## config.mk

```make
export PLATFORM = sky130hd
export DESIGN_NAME = alu_writeback_unit
export DESIGN_NICKNAME = d
export VERILOG_FILES = /design/src/rtl/alu_writeback_unit.sv
export SDC_FILE = /design/constraint.sdc
export NUM_CORES = 1
export LEC_CHECK = 0
export CAP_MARGIN = 15
export CORE_AREA = 10 10 74 76
export DETAILED_ROUTE_END_ITERATION = 16
export DIE_AREA = 0 0 84 86
export PLACE_DENSITY = 0.77
export SYNTH_ARGS = -nofsm -noshare
export SYNTH_HDL_FRONTEND = slang
export SYNTH_SLANG_ARGS = --single-unit
```

## constraint.sdc

```tcl
create_clock -name clk -period 2.27 [get_ports clk]
set_clock_uncertainty 0.1 [all_clocks]
set_input_delay 0.454 -clock clk [delete_from_list [all_inputs] [get_ports clk]]
set_output_delay 0.454 -clock clk [all_outputs]
set_load 0.02 [all_outputs]
```

## src/rtl/alu_writeback_unit.sv

```systemverilog
// Writeback stage for the 8-bit ALU: commits NZCV flags, drives register-file writes
// (XCHG as two writes), resolves branches. Optional macro WB_R0_PROTECT_EN suppresses writes to r0.
module alu_writeback_unit #(
   parameter int DATA_W = 8,
   parameter int REG_AW = 3
) (
   input  logic              clk,
   input  logic              rst_n,
   input  logic              in_valid,
   output logic              in_ready,
   input  logic [4:0]        ALUControl,
   input  logic [DATA_W-1:0] ALUResult,
   input  logic [DATA_W-1:0] ALUResult2,
   input  logic [3:0]        ALUFlags,
   input  logic [REG_AW-1:0] rd_a,
   input  logic [REG_AW-1:0] rd_b,
   input  logic [3:0]        cond,
   output logic              rf_we,
   output logic [REG_AW-1:0] rf_waddr,
   output logic [DATA_W-1:0] rf_wdata,
   output logic [3:0]        flags_q,
   output logic              branch_taken,
   output logic [DATA_W-1:0] branch_target
);

   typedef enum logic [0:0] {
      S_RUN   = 1'b0,
      S_XCHG2 = 1'b1
   } state_t;

   localparam logic [4:0] OP_NOP  = 5'h00;
   localparam logic [4:0] OP_XCHG = 5'h07;
   localparam logic [4:0] OP_CMP  = 5'h14;
   localparam logic [4:0] OP_BR   = 5'h1F;

   state_t              state_q, state_d;
   logic                rf_we_q, rf_we_d;
   logic [REG_AW-1:0]   rf_waddr_q, rf_waddr_d;
   logic [DATA_W-1:0]   rf_wdata_q, rf_wdata_d;
   logic [3:0]          flags_d;
   logic                branch_taken_q, branch_taken_d;
   logic [DATA_W-1:0]   branch_target_q, branch_target_d;
   logic [REG_AW-1:0]   rd_b_q, rd_b_d;
   logic [DATA_W-1:0]   res2_q, res2_d;
   logic                accept_s;
   logic                wr_ok_a_s;
   logic                wr_ok_b_s;

   function automatic logic op_writes_flags(input logic [4:0] op);
      logic r;
      case (op)
         5'h01, 5'h02, 5'h03, 5'h04, 5'h05,
         5'h09, 5'h0A, 5'h0B, 5'h0C, 5'h0D, 5'h0E, 5'h0F, 5'h10,
         5'h14:   r = 1'b1;
         default: r = 1'b0;
      endcase
      return r;
   endfunction

   function automatic logic op_writes_reg(input logic [4:0] op);
      logic r;
      case (op)
         OP_NOP, OP_CMP, OP_BR: r = 1'b0;
         default:               r = 1'b1;
      endcase
      return r;
   endfunction

   function automatic logic cond_true(input logic [3:0] cc, input logic [3:0] f);
      logic n, z, c, v, r;
      {n, z, c, v} = f;
      case (cc)
         4'h0:    r = 1'b1;
         4'h1:    r = z;
         4'h2:    r = ~z;
         4'h3:    r = c;
         4'h4:    r = ~c;
         4'h5:    r = n;
         4'h6:    r = ~n;
         4'h7:    r = v;
         4'h8:    r = ~v;
         4'h9:    r = ~(n ^ v);
         4'hA:    r = n ^ v;
         4'hB:    r = ~z & ~(n ^ v);
         4'hC:    r = z | (n ^ v);
         default: r = 1'b0;
      endcase
      return r;
   endfunction

`ifdef WB_R0_PROTECT_EN
   assign wr_ok_a_s = (rd_a   != {REG_AW{1'b0}});
   assign wr_ok_b_s = (rd_b_q != {REG_AW{1'b0}});
`else
   assign wr_ok_a_s = 1'b1;
   assign wr_ok_b_s = 1'b1;
`endif

   assign in_ready      = (state_q == S_RUN);
   assign accept_s      = in_valid && in_ready;
   assign rf_we         = rf_we_q;
   assign rf_waddr      = rf_waddr_q;
   assign rf_wdata      = rf_wdata_q;
   assign branch_taken  = branch_taken_q;
   assign branch_target = branch_target_q;

   // Next-state and next-output computation; address/data/target hold unless a new effect lands.
   always_comb begin
      state_d         = state_q;
      rf_we_d         = 1'b0;
      rf_waddr_d      = rf_waddr_q;
      rf_wdata_d      = rf_wdata_q;
      flags_d         = flags_q;
      branch_taken_d  = 1'b0;
      branch_target_d = branch_target_q;
      rd_b_d          = rd_b_q;
      res2_d          = res2_q;
      case (state_q)
         S_RUN: begin
            if (accept_s) begin
               if (op_writes_reg(ALUControl) && wr_ok_a_s) begin
                  rf_we_d    = 1'b1;
                  rf_waddr_d = rd_a;
                  rf_wdata_d = ALUResult;
               end else begin
                  rf_we_d    = 1'b0;
               end
               if (op_writes_flags(ALUControl)) begin
                  flags_d = ALUFlags;
               end else begin
                  flags_d = flags_q;
               end
               // Branch reads the committed flags; it never writes them, so no bypass exists.
               if ((ALUControl == OP_BR) && cond_true(cond, flags_q)) begin
                  branch_taken_d  = 1'b1;
                  branch_target_d = ALUResult;
               end else begin
                  branch_taken_d  = 1'b0;
               end
               if (ALUControl == OP_XCHG) begin
                  state_d = S_XCHG2;
                  rd_b_d  = rd_b;
                  res2_d  = ALUResult2;
               end else begin
                  state_d = S_RUN;
               end
            end else begin
               state_d = S_RUN;
            end
         end
         S_XCHG2: begin
            state_d = S_RUN;
            if (wr_ok_b_s) begin
               rf_we_d    = 1'b1;
               rf_waddr_d = rd_b_q;
               rf_wdata_d = res2_q;
            end else begin
               rf_we_d    = 1'b0;
            end
         end
         default: begin
            state_d = S_RUN;
         end
      endcase
   end

   // State and output registers; reset discards any pending XCHG second write.
   always_ff @(posedge clk or negedge rst_n) begin
      if (!rst_n) begin
         state_q         <= S_RUN;
         rf_we_q         <= 1'b0;
         rf_waddr_q      <= {REG_AW{1'b0}};
         rf_wdata_q      <= {DATA_W{1'b0}};
         flags_q         <= 4'b0000;
         branch_taken_q  <= 1'b0;
         branch_target_q <= {DATA_W{1'b0}};
         rd_b_q          <= {REG_AW{1'b0}};
         res2_q          <= {DATA_W{1'b0}};
      end else begin
         state_q         <= state_d;
         rf_we_q         <= rf_we_d;
         rf_waddr_q      <= rf_waddr_d;
         rf_wdata_q      <= rf_wdata_d;
         flags_q         <= flags_d;
         branch_taken_q  <= branch_taken_d;
         branch_target_q <= branch_target_d;
         rd_b_q          <= rd_b_d;
         res2_q          <= res2_d;
      end
   end

endmodule

```

Word-level counts from Yosys, hierarchy flattened
Memories as Yosys holds them, arrays and structs flattened.
Cells that the tools add are included.
{ "totals": {"register_bits": 37, "romBits": 32, "mem_count": 1, "latch_bits": 0, "mem_bits_rw": 0, "inputBits": 38} }
{ "mem_list": {"columns": ["memory", "words", "width", "rd", "rd_ports_with_merged_regs", "wr", "line", "rtl"], "rows": [
  ["(name not given)", 32, 1, 1, 0, 0, "51", "case (op)"]
]} }
{ "classes": {"n_reduce_logical": 9, "muxes": 23, "n_addsub": 0, "mul": 0, "bitwise": 9, "n_shift": 0, "magnitude_cmp": 0, "n_div": 0, "eq_ne": 17} }
{ "op_table": {"columns": ["operator", "count"], "rows": [
  ["$eq 4x4->1 const B", 5],
  ["$eq 4x3->1 const B", 4],
  ["$mux 8", 2],
  ["$pmux 8 s2", 1],
  ["$mux 1", 14],
  ["$pmux 1 s13", 1],
  ["$eq 5x5->1 const B", 2],
  ["$reduce_and 3->1", 3],
  ["$eq 4x2->1 const B", 2],
  ["$mux 3", 2],
  ["$not 1->1", 6],
  ["$pmux 3 s2", 1],
  ["$eq 5x3->1 const B", 1],
  ["$logic_not 5->1", 1],
  ["$eq 4x1->1 const B", 1],
  ["$logic_not 4->1", 1],
  ["$ne 2x1->1 const B", 2],
  ["$pmux 1 s2", 2],
  ["$reduce_or 3->1", 1],
  ["$logic_and 1x1->1", 2],
  ["$reduce_and 2->1", 1],
  ["$and 1x1->1", 1],
  ["$or 1x1->1", 1],
  ["$xor 1x1->1", 1]
]} }

Logic depth before layout (Yosys ltp)
{ "depth": {"word_depth": 10, "depth_mapped": 6, "ltp_nobuf": 5} }

Worst setup path before layout
No wires, ideal clock.
{ "synth_timing": {"path_type": "flip-flop to flip-flop", "start": "register flags_q[3]", "end": "register branch_target_q[0] (netlist: branch_target[0])", "arrival_time_ns": 1.831, "setup_time_ns": 0.125, "period_less_slack_ns": 2.056, "slack_ns": 0.214, "path_stages_with_launch": 6, "n_path_buf": 1, "cell_sequence": "dfrtp_1 -> or4_1 -> a41oi_1 -> a41o_1 -> buf_6 -> mux2_4"} }
{ "synth_between": {"elab_chain_len": 8, "word_cells_on_any_way": 10, "cone_classes": "mux: 3; bitwise: 5; reduce/logical: 2"} }
{ "synth_lines": {"columns": ["element", "line", "rtl"], "rows": [
  ["start, declared", "21", "output logic [3:0] flags_q,"],
  ["start signal, assigned", "184", "flags_q <= flags_d;"],
  ["$xor 1x1->1", null, null],
  ["$not 1->1", "82, 84", null],
  ["$and 1x1->1", "84", "4'hB: r = ~z & ~(n ^ v);"],
  ["$pmux 1 s13 (*)", "72", "case (cc)"],
  ["$mux 1 (*)", "120", "if (accept_s) begin"],
  ["$mux 1 (*)", "118", "case (state_q)"],
  ["$logic_and 1x1->1 (*)", "134", "if ((ALUControl == OP_BR) && cond_true(cond, flags_q)) begin"],
  ["$reduce_and 3->1 (no line) (*)", null, null],
  ["end signal, assigned", "176", "branch_target_q <= {DATA_W{1'b0}};"],
  ["end signal, assigned", "186", "branch_target_q <= branch_target_d;"],
  ["end, declared", "42", "logic [DATA_W-1:0] branch_target_q, branch_target_d;"]
]} }
Mark *: on every way between the ends. The rest lies on a longest branch, timed or not. The select of a mux whose other input is x is not followed.
A chain may end at the register's enable or synchronous reset.

Worst setup path after layout
{ "layout_timing": {"start": "input cond[2]", "end": "register branch_target_q[0] (netlist: branch_target[0])"} }
{ "layout_between": {"elab_chain_len": 6, "word_cells_on_any_way": 18, "cone_classes": "eq/ne: 12; mux: 3; reduce/logical: 3"} }
{ "layout_lines": {"columns": ["element", "line", "rtl"], "rows": [
  ["start, declared", "17", "input logic [3:0] cond,"],
  ["$eq 4x4->1, or another cell as far along", "72", null],
  ["$pmux 1 s13 (*)", "72", null],
  ["$mux 1 (*)", "120", null],
  ["$mux 1 (*)", "118", null],
  ["$logic_and 1x1->1 (*)", "134", null],
  ["$reduce_and 3->1 (no line) (*)", null, null]
]} }
Marked as above.

==> results.sh <==
export IMPL_run_status="complete, no violations"
export IMPL_cts_root_buf="clkbuf_8"
export IMPL_syn_area_um2=1705
export IMPL_vias=1440
export IMPL_p_int_mw=1.369
export IMPL_fmax_mhz=448.2
export IMPL_grt_overflow_total=0
export IMPL_seqCellArea_um2=925.9
export IMPL_drc=0
export IMPL_first_global_vias=1479
export IMPL_multiInputGateArea_um2=729.5
export IMPL_cp_arrival_ps=2310
export IMPL_ant_nets=0
export IMPL_final_util_pct=65.75
export IMPL_wl_met3_um=234
export IMPL_syn_to_final_growth_pct=53.12
export IMPL_start_util_pct=42.94
export IMPL_path_buf_inv=3
export IMPL_nets=282
export IMPL_setup_viol=0
export IMPL_cp_slowest_cell="clkdlybuf4s50_1"
export IMPL_whs_ps=147.1
export IMPL_postCtsSetupBuffers=0
export IMPL_grt_usage_pct=12.18
export IMPL_hold_viol_final=0
export IMPL_cpPeakStageDelay_ps=480
export IMPL_post_drt_via_cell_ratio=4.881
export IMPL_syn_nets=203
export IMPL_finalSetupTns_ps=0
export IMPL_ir_drop_uv=366.0
export IMPL_crit_type="primary input to flip-flop"
export IMPL_tightest_slew_ps=794.4
export IMPL_first_iter_violations=29
export IMPL_ys_types=29
export IMPL_p_seq_share_pct=43.6
export IMPL_grt_pass1_wl_um=7189
export IMPL_end_kind="flip-flop"
export IMPL_tritoncts="built"
export IMPL_layout_commonest_cell="clkdlybuf4s50_1"
export IMPL_die_width_um=84
export IMPL_top_layer_used="met4"
export IMPL_reg2reg_from="flags_q[0]"
export IMPL_p_leak_nw=1.223
export IMPL_synth_top_area_share_pct=54.29
export IMPL_r2r_slack_ps=170
export IMPL_drv_cap=0
export IMPL_dr_pass1_iters=4
export IMPL_dp_hpwl_um=3422
export IMPL_hold_buffers=0
export IMPL_powerDensity_nw_per_um2=724.7
export IMPL_clock_latency_ps=290
export IMPL_fin_crit_sh_pct=98.29
export IMPL_drive_above_1_share_pct=14.69
export IMPL_switching_power_uw=523.6
export IMPL_min_path_type="primary input to async pin"
export IMPL_synth_area_leaders="dfrtp_1, nand2_1, mux2_4"
export IMPL_n_antenna_cell=0
export IMPL_final_cell_mix="clkdlybuf4s50_1, nand2_1, dfrtp_1, o21ai_0, buf_4"
export IMPL_antenna_found_initial=0
export IMPL_crit_start="cond[2]"
export IMPL_switching_share_pct=27.67
export IMPL_synth_largest_area_cell="dfrtp_1"
export IMPL_maxSlewViolCount=0
export IMPL_timing_rr_end="branch_target[0]"
export IMPL_gp_congestion=0.7942
export IMPL_critPathMaxFanout=9
export IMPL_die_height_um=86
export IMPL_cts_sinks=37
export IMPL_drt_wirelength_per_cell_um=14.88
export IMPL_synthCells=165
export IMPL_cts_htree_levels=2
export IMPL_core_area_um2=3971
export IMPL_cp_start_kind="primary input"
export IMPL_r2r_cells=5
export IMPL_io_pins=64
export IMPL_pwr_share_comb_pct=26.7
export IMPL_rsz0062_at_grt="no"
export IMPL_rows=23
export IMPL_finalPower_mw=1.892
export IMPL_cp_top_family="buffers and inverters"
export IMPL_grt_start_max_net_pins=38
export IMPL_period_needed_ps=2231
export IMPL_wl_met2_um=2188
export IMPL_cts_buffer_depth=2
export IMPL_ys_seq_area_share_pct=54.29
export IMPL_wl_um=4390
export IMPL_drt_met1_wl_um=1881
export IMPL_fillers=326
export IMPL_pwr_share_clk_pct=29.7
export IMPL_cts_buffers=5
export IMPL_io_buffers=63
export IMPL_slew_headroom_pct=47.04
export IMPL_clk_pin_slew_ps=70
export IMPL_required_ps=2340
export IMPL_synth_ff_latch_count=37
export IMPL_avgSynthCellArea_um2=10.34
export IMPL_synth_warnings=0
export IMPL_die_area_um2=7224
export IMPL_crit_chain="clkdlybuf4s50_1 > inv_1 > or4_1 > a41oi_1 > a41o_1 > buf_12 > mux2_4"
export IMPL_post_cts_resized=0
cells in the mapped netlist:
master     number
or4_1           2
nand2b_1        1
dfrtp_1        37
a41o_1          1
mux2i_1        11
a21oi_1         1
mux2_4          8
buf_6           1
and3_2          1
a22oi_1         1
nand4_1         1
mux2_2          4
nor4_1          1
a41oi_1         1
xnor2_1         2
clkbuf_1        4
nor3_1          2
nand2_1        51
o211ai_1        2
and3_1          1
and2_1          1
o2111ai_1       1
buf_2           1
inv_1           5
nand3_1         2
a2111o_1        1
nor2b_1         3
nor2_1          3
o21ai_0        15
final cells by class:
class | count | share of cell area [%]
Timing Repair Buffer | 78 | 29.23
Clock inverter | 2 | 1.485
Multi-Input combinational cell | 117 | 27.93
Clock buffer | 6 | 2.779
Tap cell | 50 | 2.396
Inverter | 5 | 0.7187
Sequential cell | 37 | 35.46
logic make-up (layout without fill, tap and decap cells):
group | count (synthesis) | in the layout | share of synthesized area, %
AOI/OAI and AO/OA | 23 | 23 | 8.290
xor gates and xnor gates | 2 | 2 | 1.027
and+or+nand+nor | 69 | 69 | 17.32
DFF | 37 | 37 | 54.29
buffers and inverters | 11 | 91 | 2.934
muxes | 23 | 23 | 16.14
power by group through the flow:
stage / sequential, mW / combinational [mW] / clock (mW)
floorplan: 0.909 / 0.150 / 0
global placement: 0.833 / 0.499 / 0
detailed placement: 0.836 / 0.510 / 0
CTS: 0.824 / 0.515 / 0.578
global route: 0.839 / 0.548 / 0.605
finish: 0.824 / 0.506 / 0.562
sequential cells by signal, indices dropped and copies added, names as in the netlist:
| register | count |
|---|---|
| branch_target | 8 |
| res2_q | 8 |
| rf_wdata | 8 |
| flags_q | 4 |
| rd_b_q | 3 |
| rf_waddr | 3 |
| branch_taken | 1 |
| rf_we | 1 |
| state_q | 1 |
worst max path at each step:
stage	endpoint	cells after the start
floorplan	branch_target[0]	5
CTS	branch_target[0]	7
finish	branch_target[0]	7
global route	branch_target[0]	7
detailed placement	branch_target[4]	7
global placement	branch_target[5]	7
per-layer routing:
metal	track usage [%]	vias up
li1	-	721
met1	13.24	669
met2	21.18	44
met3	3.974	6
met4	5.479	0
met5	0	-
worst register-to-register path, cell delays in order, from the launching register on:
cell and delay [ps]:
dfrtp_1 450, or4_1 530, a41oi_1 210, a41o_1 250
buf_12 150, mux2_4 300
metrics by stage:
stage	area (um2)	cells	worst slack, ps
2_1_floorplan	1705	165	214.0
3_3_place_gp	2500	287	-184.4
3_5_place_dp	2500	287	-265.8
4_1_cts	2611	295	42.61
5_1_grt	2611	295	12.71
6_report	2611	295	38.89
(Power assumes the default switching activity.)
